===== config.mk =====
export PLATFORM = sky130hd
export DESIGN_NAME = stream_merge_2to1
export DESIGN_NICKNAME = d
export VERILOG_FILES = /design/src/rtl/mux_pkg.sv /design/src/rtl/stream_merge_2to1_rr_arb2.sv /design/src/rtl/stream_merge_2to1.sv
export SDC_FILE = /design/constraint.sdc
export NUM_CORES = 1
export LEC_CHECK = 0
export CAP_MARGIN = 15
export CORE_MARGIN = 8
export CORE_UTILIZATION = 55
export CTS_CLUSTER_DIAMETER = 40
export DETAILED_ROUTE_END_ITERATION = 10
export DONT_BUFFER_PORTS = 1
export PLACE_DENSITY = 0.7
export SYNTH_ARGS = -nofsm -noshare
export SYNTH_HDL_FRONTEND = slang
export SYNTH_SLANG_ARGS = --single-unit

===== constraint.sdc =====
create_clock -name clk -period 4 [get_ports clk]
set_clock_uncertainty 0.1 [all_clocks]
set_input_delay 0.6 -clock clk [delete_from_list [all_inputs] [get_ports clk]]
set_output_delay 0.6 -clock clk [all_outputs]
set_load 0.005 [all_outputs]

===== src/rtl/mux_pkg.sv =====
// Shared definitions for the 2-to-1 stream merge.
// Holds the source tag encoding, the arbiter state encoding and the
// default beat width used by stream_merge_2to1 and rr_arb2.
package mux_pkg;

  localparam logic SRC_A = 1'b0;
  localparam logic SRC_B = 1'b1;

  localparam int DEFAULT_WIDTH = 32;

  typedef enum logic [1:0] {
    IDLE   = 2'd0,
    LOCK_A = 2'd1,
    LOCK_B = 2'd2
  } arb_state_e;

endpackage


===== src/rtl/stream_merge_2to1_rr_arb2.sv =====
// rr_arb2: packet-granular round-robin arbiter for two sources.
// Ports:
//   clk, reset       clock and synchronous active-high reset
//   a_valid_i        source A has a beat
//   b_valid_i        source B has a beat
//   acc_i            a beat from the granted source is accepted this cycle
//   acc_last_i       the accepted beat closes its packet
//   grant_a_o        source A owns the output
//   grant_b_o        source B owns the output
module rr_arb2
  import mux_pkg::*;
#(
  parameter bit FIRST_PRIO = 1'b0
) (
  input  logic clk,
  input  logic reset,
  input  logic a_valid_i,
  input  logic b_valid_i,
  input  logic acc_i,
  input  logic acc_last_i,
  output logic grant_a_o,
  output logic grant_b_o
);

  arb_state_e state_q, state_d;
  logic       prio_q, prio_d;

  // A locked source keeps the grant even while idle so the other port
  // cannot slip a beat into the middle of its packet.
  always_comb begin
    grant_a_o = 1'b0;
    grant_b_o = 1'b0;
    case (state_q)
      IDLE: begin
        if (a_valid_i && b_valid_i) begin
          grant_a_o = (prio_q == SRC_A);
          grant_b_o = (prio_q == SRC_B);
        end else begin
          grant_a_o = a_valid_i;
          grant_b_o = b_valid_i;
        end
      end
      LOCK_A:  grant_a_o = 1'b1;
      LOCK_B:  grant_b_o = 1'b1;
      default: ;
    endcase
  end

  // Only the granted source can be accepted, so grant_b_o names the
  // source of the accepted beat.
  always_comb begin
    state_d = state_q;
    prio_d  = prio_q;
    if (acc_i) begin
      if (acc_last_i) begin
        state_d = IDLE;
        prio_d  = grant_b_o ? SRC_A : SRC_B;
      end else begin
        state_d = grant_b_o ? LOCK_B : LOCK_A;
      end
    end
  end

  always_ff @(posedge clk) begin
    if (reset) begin
      state_q <= IDLE;
      prio_q  <= FIRST_PRIO;
    end else begin
      state_q <= state_d;
      prio_q  <= prio_d;
    end
  end

endmodule


===== src/rtl/stream_merge_2to1.sv =====
// stream_merge_2to1: merges two valid/ready streams into one registered
// output stream, arbitrating round-robin per packet and tagging each
// output beat with its source.
// Ports:
//   clk, reset                 clock and synchronous active-high reset
//   a_valid/a_data/a_last      port A input beat, a_ready accepts it
//   b_valid/b_data/b_last      port B input beat, b_ready accepts it
//   o_valid/o_data/o_last      registered output beat
//   o_src                      source of the output beat (0 = A, 1 = B)
//   o_ready                    downstream accepts the output beat
module stream_merge_2to1
  import mux_pkg::*;
#(
  parameter int WIDTH      = DEFAULT_WIDTH,
  parameter bit FIRST_PRIO = 1'b0
) (
  input  logic             clk,
  input  logic             reset,
  input  logic             a_valid,
  input  logic [WIDTH-1:0] a_data,
  input  logic             a_last,
  output logic             a_ready,
  input  logic             b_valid,
  input  logic [WIDTH-1:0] b_data,
  input  logic             b_last,
  output logic             b_ready,
  output logic             o_valid,
  output logic [WIDTH-1:0] o_data,
  output logic             o_last,
  output logic             o_src,
  input  logic             o_ready
);

  logic             grant_a, grant_b;
  logic             load_en;
  logic             a_acc, b_acc, acc;
  logic [WIDTH-1:0] sel_data;
  logic             sel_last;

  logic             o_valid_q, o_valid_d;
  logic [WIDTH-1:0] o_data_q, o_data_d;
  logic             o_last_q, o_last_d;
  logic             o_src_q, o_src_d;

  rr_arb2 #(
    .FIRST_PRIO(FIRST_PRIO)
  ) u_arb (
    .clk       (clk),
    .reset     (reset),
    .a_valid_i (a_valid),
    .b_valid_i (b_valid),
    .acc_i     (acc),
    .acc_last_i(sel_last),
    .grant_a_o (grant_a),
    .grant_b_o (grant_b)
  );

  // The output register can take a new beat when empty or being drained.
  assign load_en = ~o_valid_q | o_ready;

  // Readies are forced low during reset so no beat is taken while the
  // lock state is being cleared.
  assign a_ready = grant_a & load_en & ~reset;
  assign b_ready = grant_b & load_en & ~reset;

  assign a_acc = a_valid & a_ready;
  assign b_acc = b_valid & b_ready;
  assign acc   = a_acc | b_acc;

  assign sel_data = b_acc ? b_data : a_data;
  assign sel_last = b_acc ? b_last : a_last;

  always_comb begin
    o_valid_d = o_valid_q;
    o_data_d  = o_data_q;
    o_last_d  = o_last_q;
    o_src_d   = o_src_q;
    if (load_en) begin
      o_valid_d = acc;
      if (acc) begin
        o_data_d = sel_data;
        o_last_d = sel_last;
        o_src_d  = b_acc ? SRC_B : SRC_A;
      end
    end
  end

  always_ff @(posedge clk) begin
    if (reset) begin
      o_valid_q <= 1'b0;
      o_data_q  <= '0;
      o_last_q  <= 1'b0;
      o_src_q   <= 1'b0;
    end else begin
      o_valid_q <= o_valid_d;
      o_data_q  <= o_data_d;
      o_last_q  <= o_last_d;
      o_src_q   <= o_src_d;
    end
  end

  assign o_valid = o_valid_q;
  assign o_data  = o_data_q;
  assign o_last  = o_last_q;
  assign o_src   = o_src_q;

endmodule


==> impl_results.md <==
* Status: finished, final reports clean
* Hold WC Path Type: in2reg
* Fillers at 297
* R2r startpoint: u_arb.state_q[1]$_SDFFE_PP0P_
* Power density over the cells at 485 nW/um^2
* Commonest non-fill, non-tap cell in the layout: dfxtp_1
* Routed wire length at 4760 microns
* Remaining Overflow, GRT at 0
* Ant diodes at 0
* Max Fclk at 459 MHz
* Top cell type by total area after synthesis: dfxtp_1
* Pins Over Slew Limit at 0
* Net Sw Frac at 0.260
* # clock sinks at 38
* DRC at 0
* Final Setup Violations at 0
* Crit path DAT at 2.33 ns
* CP Max Fanout at 19
* Relative slew slack at 0.474
* Syn-to-layout area delta at 5.46%
* Ratio of cells with drive above 1 in the final layout at 0.0758
* Critical path cell sequence: nand2b_1 -> o2111ai_2 -> buf_4 -> nand2_1 -> a311oi_2
* Syn Inst Count at 218
* Antenna violations before repair at 0
* Most frequent cells in the layout: 38 x dfxtp_1, 35 x nand2_1, 34 x nand3_1
* Max clock buf depth at 2
* Synth area leaders: dfxtp_1 43%, o311ai_0 16%, nand3_1 9.7%, nand2_1 7.5%, inv_1 7.0%
* Clock Tree Root: clkbuf_4
* Worst setup SP type: register
* Largest net degree at the start of global routing at between 40 and 50
* Worst setup margin at ~1.8 ns
* Dpl hpwl at 3620 microns
* Fin crit period at 2.18 ns
* Final core utilization at 0.609
* Worst hold start: reset
* Post-synth net total at around 290
* RSZ-0062 raised after global routing: no
* Antenna Nets Post-Route at 0
* Post-synthesis register bit count at 38
* Dpl cell area at 1750 sq um
* Drt first pass iters at 4
* Number of synthesized flops with an enable pin at 0
* Synth Area per Inst at 8.09 sq um
* Die ar. at 5270 sq um
* Comb pwr share at 0.116
* CP max-delay cell: o2111ai_2
* Vias at between 1,500 and 2,000
* Crit share post-route at 0.544
* Max IR drop VDD at 0.356 mV
* Final cell count without fillers at 255
* Routed vias/inst at 6.10
* Synth cell types at 27
* H-tree Lvls at 2
* Sequential area share after synthesis at 0.432
* Pre-CTS setup slack at 1.66 ns
* Hold buffers post-CTS at 0
* Clk Latency, worst-skew pair at approximately 0.33 ns
* Main synth FF type: dfxtp_1
* Worst Path Required at between 4 and 5 ns
* P_sw at 0.235 mW
* Finished Cell Area at approximately 1900 sq um
* Overall routing resource usage at 0.173
* Reg2reg path depth at 5
* Worst setup EP type: register
* End of the worst hold path: o_last$_SDFFE_PP0P_
* Tot Pwr at 0.902 mW
* Async S/R FF share, synth at 0
* Internal at 0.668 mW
* Site Rows at 20
* Worst slew pin tran at 0.789 ns
* Die height at roughly 73 microns
* Max capacitance violation total at 0
* Iteration-0 DRC Markers at 114
* Final hold vios at 0
* Vias in the first global route at about 1,500
* CTS Buf Count at 5
* Clk network pwr share at 0.361
* Resized Gates After CTS at 0
* Num ports at around 110
* Core Area at 3050 sq um
* Setup TNS at 0 ns
* Hold path depth at 1
* Share of the synthesized area in the top cell type at 0.432
* Crit path kind: reg2reg
* Post-CTS setup buffers at 0
* Wirelength per Cell at 18.7 microns
* Flop pwr share at 0.523
* Mapped Area at 1760 sq um
* Clock transition at path regs at 0.11 ns
* Die Wd at 72.6 microns
* Nets at 281
* Pleak at 0.638 nW
* Worst hold slack at 0.223 ns
* Yosys warning count at 0
* CP peak stage delay at 0.69 ns
* Crit Reg-Reg Endpoint: o_last$_SDFFE_PP0P_
* RePlAce Congestion at between 0.8 and 0.9
* First-pass GRT wire length at 7420 microns
* CTS tree: done
* Reg2Reg Setup Slack at 1.82 ns
* Placed Instances at 247
* Starting Density at 0.577
* IO Port Bufs at 0
==> state kept, by name, summed over array words and instances, names as in the netlist <==
register       flops
o_data            32
o_src              1
u_arb.state_q      2
o_valid            1
u_arb.prio_q       1
o_last             1
==> final cells by class <==
cell class / instances / area (sq um) / share of cell area
multi-input combinational: 128 / 783 / 0.421
timing repair buffer: 4 / 30.0 / 0.0162
inverter: 33 / 124 / 0.0666
clock buffer: 5 / 37.5 / 0.0202
clock inverter: 3 / 68.8 / 0.0370
tap: 44 / 55.1 / 0.0296
sequential: 38 / 761 / 0.409
==> worst max-delay path: cells and delay by family (launching register included) <==
family	cells	cell delay [ns]
AOI/OAI and AO/OA	2	0.92
buffers and inverters	1	0.35
DFF	1	0.36
and+or+nand+nor	2	0.36
==> how the worst max path moves through the flow <==
| stage | startpoint | to | slack (ns) | depth (start not counted) |
|---|---|---|---|---|
| after detailed placement | a_valid | o_last$_SDFFE_PP0P_ | 1.66 | 5 |
| final | u_arb.state_q[1]$_SDFFE_PP0P_ | o_last$_SDFFE_PP0P_ | 1.82 | 5 |
| after CTS | u_arb.state_q[1]$_SDFFE_PP0P_ | o_last$_SDFFE_PP0P_ | 1.80 | 5 |
| after global routing | u_arb.state_q[1]$_SDFFE_PP0P_ | o_last$_SDFFE_PP0P_ | 1.63 | 5 |
| after floorplan | reset | a_ready | 2.04 | 3 |
| after global placement | a_valid | u_arb.state_q[1]$_SDFFE_PP0P_ | 1.76 | 5 |
==> per-layer routing <==
metal / wire length, microns / track usage / share of wire
met2: 2230 / 0.268 / 0.47
met4: 27 / 0.0533 / 0.0057
met5: 0 / 0 / 0
met1: 1880 / 0.203 / 0.40
met3: 625 / 0.0879 / 0.13
==> logic make-up after synthesis <==
family	synth area share
AND/OR/NAND/NOR	0.216
AO/OA/AOI/OAI	0.229
buffers and inverters	0.124
flip-flops	0.432
==> power by group through the flow <==
stage	clock network, mW	logic (mW)	registers [mW]
2_1_floorplan	0	0.0973	0.466
3_3_place_gp	0	0.0986	0.479
3_5_place_dp	0	0.106	0.481
4_1_cts	0.334	0.106	0.473
5_1_grt	0.350	0.123	0.479
6_report	0.326	0.105	0.472
==> cell usage after synthesis, drive strengths merged, types with 2 or more instances <==
library cell	instances
a21oi	3
nand3	34
inv	33
nand2b	5
o21ai	3
a211oi	2
clkbuf	8
nand2	35
o311ai	32
dfxtp	38
nor2	3
nor4	2
buf	11
(Power assumes the default switching activity.)
